## src/rtl/mem_rd_streamer_if.sv

```systemverilog
// mem_rd_streamer_if: SRAM read port plus valid/ready output stream of the streamer
interface mem_rd_streamer_if #(
    parameter int WIDTH = 32,
    parameter int SIZE = 256
);
    localparam int AW = $clog2(SIZE);
    logic             mem_cenb;
    logic             mem_wenb;
    logic [AW-1:0]    mem_addr;
    logic [WIDTH-1:0] mem_d;
    logic [WIDTH-1:0] mem_q;
    logic             m_valid;
    logic             m_ready;
    logic [WIDTH-1:0] m_data;
    modport master (
        output mem_cenb, mem_wenb, mem_addr, mem_d, m_valid, m_data,
        input  mem_q, m_ready
    );
    modport slave (
        input  mem_cenb, mem_wenb, mem_addr, mem_d, m_valid, m_data,
        output mem_q, m_ready
    );
endinterface

```

## src/rtl/mem_rd_streamer.sv

```systemverilog
// mem_rd_streamer: reads LEN consecutive SRAM words from BASE into a valid/ready stream
module mem_rd_streamer #(
    parameter int WIDTH = 32,
    parameter int SIZE = 256,
    localparam int AW = $clog2(SIZE)
) (
    input  logic              clk_i,
    input  logic              rst_i,
    input  logic              start_i,
    input  logic [AW-1:0]     base_addr_i,
    input  logic [AW:0]       len_i,
    output logic              busy_o,
    output logic              done_o,
    mem_rd_streamer_if.master bus
);
    typedef enum logic {IDLE, RUN} state_t;
    state_t           state_q;
    logic             done_q, inflight_q, wr_ptr_q, rd_ptr_q;
    logic [1:0]       count_q, count_d;
    logic [AW:0]      len_q, issued_q, popped_q;
    logic [AW-1:0]    addr_q;
    logic [WIDTH-1:0] buf_q [2];
    logic             pop, issue;
    assign pop = bus.m_valid & bus.m_ready;
    // a read may only launch if its word is guaranteed a buffer slot on arrival
    assign issue = state_q == RUN && issued_q < len_q &&
                   ({1'b0, count_q} + {2'b0, inflight_q}) < (3'd2 + {2'b0, pop});
    assign count_d = count_q + {1'b0, inflight_q} - {1'b0, pop};
    assign bus.mem_cenb = !issue;
    assign bus.mem_wenb = 1'b1;
    assign bus.mem_addr = addr_q;
    assign bus.mem_d = '0;
    assign bus.m_valid = count_q != 2'd0;
    assign bus.m_data = buf_q[rd_ptr_q];
    assign busy_o = state_q == RUN;
    assign done_o = done_q;
    always_ff @(posedge clk_i or posedge rst_i) begin
        if (rst_i) begin
            state_q <= IDLE;
            done_q <= 1'b0;
            inflight_q <= 1'b0;
            wr_ptr_q <= 1'b0;
            rd_ptr_q <= 1'b0;
            count_q <= '0;
            len_q <= '0;
            issued_q <= '0;
            popped_q <= '0;
            addr_q <= '0;
            buf_q[0] <= '0;
            buf_q[1] <= '0;
        end else begin
            done_q <= 1'b0;
            inflight_q <= issue;
            count_q <= count_d;
            if (inflight_q) begin
                buf_q[wr_ptr_q] <= bus.mem_q;
                wr_ptr_q <= ~wr_ptr_q;
            end
            if (pop) rd_ptr_q <= ~rd_ptr_q;
            if (issue) begin
                issued_q <= issued_q + 1'b1;
                addr_q <= addr_q == AW'(SIZE - 1) ? '0 : addr_q + 1'b1;
            end
            if (state_q == IDLE) begin
                if (start_i) begin
                    addr_q <= base_addr_i;
                    len_q <= len_i;
                    issued_q <= '0;
                    popped_q <= '0;
                    state_q <= len_i == '0 ? IDLE : RUN;
                    done_q <= len_i == '0;
                end
            end else if (pop) begin
                popped_q <= popped_q + 1'b1;
                if (popped_q + 1'b1 == len_q) begin
                    state_q <= IDLE;
                    done_q <= 1'b1;
                end
            end
        end
    end
    occupancy_bound: assert property (@(posedge clk_i) disable iff (rst_i)
        ({1'b0, count_q} + {2'b0, inflight_q}) <= 3'd2);
endmodule
```

## src/flat_wrapper.sv

```systemverilog
// flat-port wrapper written by rule: the top's interface ports become plain ports
module mem_rd_streamer_flat 
#(
    parameter int WIDTH = 32,
    parameter int SIZE = 256,
    localparam int AW = $clog2(SIZE)
)
  (clk_i, rst_i, start_i, base_addr_i, len_i, busy_o, done_o, bus_mem_cenb, bus_mem_wenb, bus_mem_addr, bus_mem_d, bus_m_valid, bus_m_data, bus_mem_q, bus_m_ready);
  mem_rd_streamer_if #(.WIDTH(WIDTH), .SIZE(SIZE)) bus_i ();
  input  logic clk_i;
  input  logic rst_i;
  input  logic start_i;
  input  logic [AW-1:0] base_addr_i;
  input  logic [AW:0] len_i;
  output logic busy_o;
  output logic done_o;
  output wire logic [$bits(bus_i.mem_cenb)-1:0] bus_mem_cenb;
  output wire logic [$bits(bus_i.mem_wenb)-1:0] bus_mem_wenb;
  output wire logic [$bits(bus_i.mem_addr)-1:0] bus_mem_addr;
  output wire logic [$bits(bus_i.mem_d)-1:0] bus_mem_d;
  output wire logic [$bits(bus_i.m_valid)-1:0] bus_m_valid;
  output wire logic [$bits(bus_i.m_data)-1:0] bus_m_data;
  input wire logic [$bits(bus_i.mem_q)-1:0] bus_mem_q;
  input wire logic [$bits(bus_i.m_ready)-1:0] bus_m_ready;
  assign bus_mem_cenb = bus_i.mem_cenb;
  assign bus_mem_wenb = bus_i.mem_wenb;
  assign bus_mem_addr = bus_i.mem_addr;
  assign bus_mem_d = bus_i.mem_d;
  assign bus_m_valid = bus_i.m_valid;
  assign bus_m_data = bus_i.m_data;
  assign bus_i.mem_q = bus_mem_q;
  assign bus_i.m_ready = bus_m_ready;
  mem_rd_streamer #(.WIDTH(WIDTH), .SIZE(SIZE)) u_core (.clk_i(clk_i), .rst_i(rst_i), .start_i(start_i), .base_addr_i(base_addr_i), .len_i(len_i), .busy_o(busy_o), .done_o(done_o), .bus(bus_i));
endmodule
```

## config.mk

```make
export PLATFORM = sky130hd
export DESIGN_NAME = mem_rd_streamer_flat
export DESIGN_NICKNAME = d
export VERILOG_FILES = /design/src/rtl/mem_rd_streamer_if.sv /design/src/rtl/mem_rd_streamer.sv /design/src/flat_wrapper.sv
export SDC_FILE = /design/constraint.sdc
export NUM_CORES = 1
export LEC_CHECK = 0
export ABC_AREA = 1
export CORE_MARGIN = 1
export CORE_UTILIZATION = 25
export CTS_BUF_LIST = sky130_fd_sc_hd__clkbuf_4 sky130_fd_sc_hd__clkbuf_8
export DETAILED_ROUTE_END_ITERATION = 6
export SYNTH_ARGS = -nofsm -noshare
export SYNTH_HDL_FRONTEND = slang
export SYNTH_SLANG_ARGS = --single-unit
```

## constraint.sdc

```tcl
create_clock -name clk_i -period 3.2 [get_ports clk_i]
set_input_delay 0.64 -clock clk_i [delete_from_list [all_inputs] [get_ports clk_i]]
set_output_delay 0.64 -clock clk_i [all_outputs]
set_load 0.005 [all_outputs]
```

==> results of run 1 <==
layer usage:
metal,up-vias,share of wire (%),track usage (%)
met5,-,0,0
met4,0,0.97,3.25
met3,11,4.7,2.91
met2,119,46,19.8
met1,2208,49,15.4
li1,2513,-,-
metrics by stage:
step                power (mW)  worst slack, ps  area, um2  util, %
CTS                       7.03              109       7150     31.5
global placement          6.07              245       6960     30.7
finish                    6.91              237       7160     31.5
global route              7.65             49.8       7160     31.5
detailed placement        6.14              277       6960     30.7
floorplan                 4.70             1120       5920        -
power by group:
group	switching, mW	leakage (nW)	internal, mW
Clock	0.520	0.100	0.324
Combinational	2.00	2.22	1.65
Sequential	0.431	1.32	1.98
cell families (layout without fill, tap and decap cells):
| family | after synthesis | in the layout | synth area share (%) |
|---|---|---|---|
| fa+ha+maj | 15 | 15 | 3.23 |
| buf+inv | 156 | 219 | 12.7 |
| simple gates | 380 | 380 | 27.8 |
| xor+xnor | 6 | 6 | 0.906 |
| other cells | 2 | 33 | 0.129 |
| compound gates | 103 | 103 | 9.53 |
| flops | 106 | 106 | 45.7 |
sequential cells by signal (all words and copies together) (netlist names), 2 cells and up:
| signal | count |
|---|---|
| u_core.buf_q | 64 |
| u_core.issued_q | 9 |
| u_core.len_q | 9 |
| u_core.count_q | 2 |
| u_core.popped_q | 9 |
| u_core.bus.mem_addr | 8 |
repair_timing:
item	CTS	global route
setup buffers	0	1
endpoints found under the setup margin	0	1
hold buffers	0	0
path summary, 6_finish.rpt:
kind,from,end,slack [ps],depth (start not counted)
setup / recovery,u_core.issued_q[7],bus_mem_cenb,240,8
hold / removal,u_core.buf_q[1],u_core.buf_q[1],490,2
setup reg to reg,u_core.issued_q[7],u_core.bus.mem_addr[2],1260,10
hold reg to reg,u_core.buf_q[1],u_core.buf_q[1],490,2
max in group asynchronous,rst_i,u_core.issued_q[1],2000,3
min in group asynchronous,rst_i,u_core.buf_q[29],750,3
tightest hold or removal path, delay by kind of cell (launching register included):
| kind | cells | cell delay [ps] |
|---|---|---|
| flip-flops | 1 | 360 |
| AO/OA/AOI/OAI | 1 | 60 |
| AND/OR/NAND/NOR | 1 | 50 |
synth_stat cells, drive strengths merged:
cell type,instances,share of area [%]
conb,2,0.13
nor4,1,0.11
or2,11,1.2
clkbuf,21,1.4
nand4,6,0.91
nand3,53,4.7
xor2,4,0.60
a21oi,10,1.1
o21bai,8,1.0
ha,15,3.2
xnor2,2,0.30
nor2,33,2.5
nand2,268,18
inv,97,6.3
buf,37,5.0
nor3,7,0.60
clkinv,1,0.065
dfrtp,106,46
o22ai,5,0.54
and2,1,0.11
o21ai,80,6.9
cell usage in the layout (no fill, tap or decap), drive strengths merged, types with 4 or more instances in the layout:
cell	synthesis	layout
dfrtp	106	106
xor2	4	4
or2	11	11
o21ai	80	80
a21oi	10	10
clkdlybuf4s50	0	96
clkbuf	21	10
nand4	6	6
ha	15	15
o22ai	5	5
nor2	33	33
nor3	7	7
o21bai	8	8
nand2	268	268
buf	37	9
nand3	53	53
inv	97	101
conb	2	33
cell type report:
type,count,area [um2],share of cell area [%]
inverters,98,372,5.19
well taps,285,357,4.98
clock buffers,10,138,1.92
clock inverters,6,55.1,0.769
repair buffers,105,1050,14.7
multi-input cells,537,2530,35.4
flip-flops and latches,106,2650,37.0
==> reports/metrics.yaml, run 1 <==
outcome:
  outcome: "finished, final reports clean"
sta:
  hold_violations: 0
  period_share_pct: 92.6
  hold_ws_ps: 493
  slew_headroom_pct: 28.1
  clock_skew_ps: 11.8
  fmax_ghz: 0.337
  drv_slew: 0
  setup_violations: 0
  min_period_ps: 2960
  tightestPinTransition_ps: 1080
  setup_tns_ps: 0
  rsz0062_at_grt: "false"
placement:
  place.gp.congestion: 0.789
  dp_hpwl_mm: 9.38
  dp.cells: 1130
  port_buffers: 96
finish:
  area_growth_pct: 23.4
  drive_gt1_share_pct: 5.92
  n_antenna_cell: 0
  stdcell_count: 1147
  nFillCells: 2466
  final_nets: 925
floorplanning:
  die_width_um: 154
  die_h_um: 154
  core-area_um2: 22700
  ios: 130
  start_util_pct: 25.6
  fp-row-count: 55
  dieArea_um2: 23800
grt:
  antenna_found_initial: 0
  grt_remaining_overflow: 0
  grt_pass1_wl_mm: 22.8
  grtUsageTotal_pct: 11.9
  grt_start_max_net_pins: 107
  grt_pass1_vias: 4632
clock_network:
  cts.sinks: 106
  cts_tree: "yes"
  clk_pin_slew_ps: 110
  cts.root.buffer_cell: "clkbuf_8"
  clk_latency_ps: 380
  cts_max_level: 3
  cts_buffer_depth: 2
  cts_made_buffers: 9
  cts-resized-gates: 0
route:
  drtPass1Iterations: 5
  drcViolationCount: 0
  vias: 4851
  drt_iter0_drc: 290
  drtAntennaViolNets: 0
  route.detailed.wl_per_inst_um: 11.7
  routed_wirelength_mm: 13.5
  routed_via_density: 4.23
critical_path:
  criticalPathCategory: "flop to primary output"
  critPathLaunchType: "flop"
  path_max_fanout: 4
  crit_chain: "ha_1 > nand2_1 > nor2_1 > nand3_1 > nand4_4 > nor2_8 > inv_1 > clkdlybuf4s50_1"
  end_kind: "primary output"
  arrival_ps: 2320
  worstPathRequired_ps: 2560
  slowest_stage: "clkdlybuf4s50_1"
  cp_top_family: "simple AND/OR/NAND/NOR gates"
  slowest_delay_ps: 510
  critPathBufInv: 2
yosys:
  ys_ff_latch: 106
  ys_seq_area_share_pct: 45.7
  syn_inst: 768
  yosysUniqueCellTypes: 33
  syn_area_um2: 5800
  syn_area_per_cell_um2: 7.56
  yosysWarnings: 0
power_and_ir_drop:
  p_per_area_nw_per_um2: 964
  peakVddDrop_mv: 0.603
  p_leak_nw: 3.63
worst_hold_path:
  hold_path.class: "flop to flop"
job:
  drv_cap: 0
(Power assumes the default switching activity.)
==> run 2: changes to the inputs <==
--- a/config.mk
+++ b/config.mk
@@ -10,6 +10,7 @@
 export CORE_UTILIZATION = 25
 export CTS_BUF_LIST = sky130_fd_sc_hd__clkbuf_4 sky130_fd_sc_hd__clkbuf_8
 export DETAILED_ROUTE_END_ITERATION = 6
+export SKIP_CTS_REPAIR_TIMING = 1
 export SYNTH_ARGS = -nofsm -noshare
 export SYNTH_HDL_FRONTEND = slang
 export SYNTH_SLANG_ARGS = --single-unit
==> results of run 2 <==
Final layout, timing and power as in run 1 (identical DEF).
==> run 3: changes to the inputs <==
--- a/config.mk
+++ b/config.mk
@@ -7,9 +7,10 @@
 export LEC_CHECK = 0
 export ABC_AREA = 1
 export CORE_MARGIN = 1
-export CORE_UTILIZATION = 25
+export CORE_UTILIZATION = 47
 export CTS_BUF_LIST = sky130_fd_sc_hd__clkbuf_4 sky130_fd_sc_hd__clkbuf_8
 export DETAILED_ROUTE_END_ITERATION = 6
+export PLACE_DENSITY = 0.78
 export SKIP_CTS_REPAIR_TIMING = 1
 export SYNTH_ARGS = -nofsm -noshare
 export SYNTH_HDL_FRONTEND = slang
==> run 3 against run 2 <==
  * Final cell count shrank 12%
  * Hold slack got worse by 2.9 ps
  * First-iteration DRC count is 22% higher
  * Critical path type is now primary input to primary output
==> reports/metrics.yaml, run 3 (synthesis gave the netlist of run 1 again) <==
sta:
  period_share_pct: 93.4  # +0.76 points
  fmax_ghz: 0.335  # -0.81%
  fin_ws_ps: 213  # -24.2 ps
  clock_skew_ps: 6.44  # -5.40 ps
  rsz0062_at_grt: "false"
  setup_tns_ps: 0  # unchanged
  drv_slew: 0  # unchanged
  slew_headroom_pct: 31.0  # +2.9 points
  min_period_ps: 2990  # +24.2 ps
  setup_violations: 0  # unchanged
  hold_violations: 0  # unchanged
  tightestPinTransition_ps: 1040  # -40.1 ps
placement:
  pre_cts_ws_ps: 196  # -81.7 ps
  port_buffers: 96  # unchanged
  dp_hpwl_mm: 8.47  # -9.7%
  place.gp.congestion: 0.854  # +8.2%
clock_network:
  cts_max_level: 3  # unchanged
  cts.root.buffer_cell: "clkbuf_8"
  cts_tree: "yes"
  clk_pin_slew_ps: 100  # about the same
  cts.sinks: 106  # unchanged
  cts_made_buffers: 9  # unchanged
  cts_buffer_depth: 2  # unchanged
  clk_latency_ps: 370  # about the same
grt:
  grt_pass1_vias: 4464  # -3.6%
  grt_pass1_wl_mm: 20.5  # -10%
  grtUsageTotal_pct: 20.0  # +8.1 points
  grt_start_max_net_pins: 66  # -38%
  antenna_found_initial: 0  # unchanged
  grt_remaining_overflow: 0  # unchanged
floorplanning:
  start_util_pct: 48.3  # +23 points
  dieArea_um2: 12800  # -46%
  fp-row-count: 40  # -27%
  ios: 130  # unchanged
  core-area_um2: 12000  # -47%
  die_width_um: 113  # -27%
  die_h_um: 113  # -27%
worst_hold_path:
  hold_path.class: "flop to flop"
finish:
  n_antenna_cell: 0  # unchanged
  largest_reg_flops: 64  # unchanged
  area_growth_pct: 20.6
  final_nets: 924  # -0.11%
  multi_input_area_um2: 2540  # about the same
  regArea_um2: 2650  # unchanged
  layout_commonest_cell: "nand2_1"
  layout_common_cells: "nand2_1, dfrtp_1, clkdlybuf4s50_1, inv_1, o21ai_0"
  regMostFlops: "u_core.buf_q"
  nFillCells: 1130  # -54%
  drive_gt1_share_pct: 5.92  # +0.0069 points
route:
  drcViolationCount: 0  # unchanged
  route.detailed.wl_per_inst_um: 12.0  # +1.9%
  routed_wirelength_mm: 12.1  # -10%
  vias: 4932  # +1.7%
  drt_iter0_drc: 355  # +22%
  drtAntennaViolNets: 0  # unchanged
  routed_via_density: 4.89  # +16%
  drtPass1Iterations: 5  # unchanged
critical_path:
  criticalPathCategory: "primary input to primary output"
  end_kind: "primary output"
  path_max_fanout: 10  # +6
  critPathLaunchType: "primary input"
  worstPathRequired_ps: 2560  # about the same
  arrival_ps: 2350  # +30 ps
outcome:
  outcome: "finished, final reports clean"
power_and_ir_drop:
  totalPowerFinal_mw: 6.80  # -1.6%
  p_per_area_nw_per_um2: 972  # +0.74%
  p_leak_nw: 3.64  # about the same
  peakVddDrop_mv: 0.395  # -35%
job:
  drv_cap: 0  # unchanged
==> run 3: through the flow <==
stage | hold WS [ps] | instance area, um2 | utilization [%] | cells
floorplan | 453 | 5920 | - | 799
global placement | 465 | 6790 | 56.6 | 991
detailed placement | 472 | 6790 | 56.6 | 991
CTS | 497 | 6990 | 58.2 | 1007
global route | 508 | 7000 | 58.3 | 1008
finish | 490 | 7000 | 58.3 | 1008
==> run 3: final timing paths <==
path,cells after the start,startpoint,end,slack (ps)
min,2,u_core.buf_q[42],u_core.buf_q[42],490
max reg2reg,11,u_core.len_q[8],u_core.bus.mem_addr[1],1280
max,8,bus_m_ready,bus_mem_cenb,210
min in group asynchronous,2,rst_i,u_core.buf_q[37],710
max in group asynchronous,3,rst_i,u_core.bus.mem_addr[0],1850
min reg2reg,2,u_core.buf_q[42],u_core.buf_q[42],490
==> run 3: power breakdown <==
group	total, mW	internal [mW]	switching [mW]
clock	0.806	0.342	0.464
sequential	2.41	1.98	0.430
combinational	3.58	1.63	1.95
==> run 3: final cells by class <==
type	instances	share of cell area (%)
clock inverter	4	0.501
sequential	106	37.9
multi-input combinational	537	36.3
inverter	98	5.31
tap	147	2.63
timing repair buffer	104	15.1
clock buffer	12	2.27
==> run 3: critical path, cell delays in order <==
cell and delay (ps):
clkdlybuf4s50_1 530, nand2_4 90, or2_1 220, nand2_2 80, nand2_4 110, nor2_8 120
inv_1 100, clkdlybuf4s50_1 460
==> run 3: per-layer routing <==
| metal | routed length (um) | vias up | GRT usage [%] |
|---|---|---|---|
| met5 | 0 | - | 0 |
| met4 | 121 | 0 | 5.70 |
| met3 | 612 | 10 | 4.87 |
| met2 | 5710 | 129 | 32.8 |
| met1 | 5610 | 2282 | 26.6 |
| li1 | - | 2511 | - |
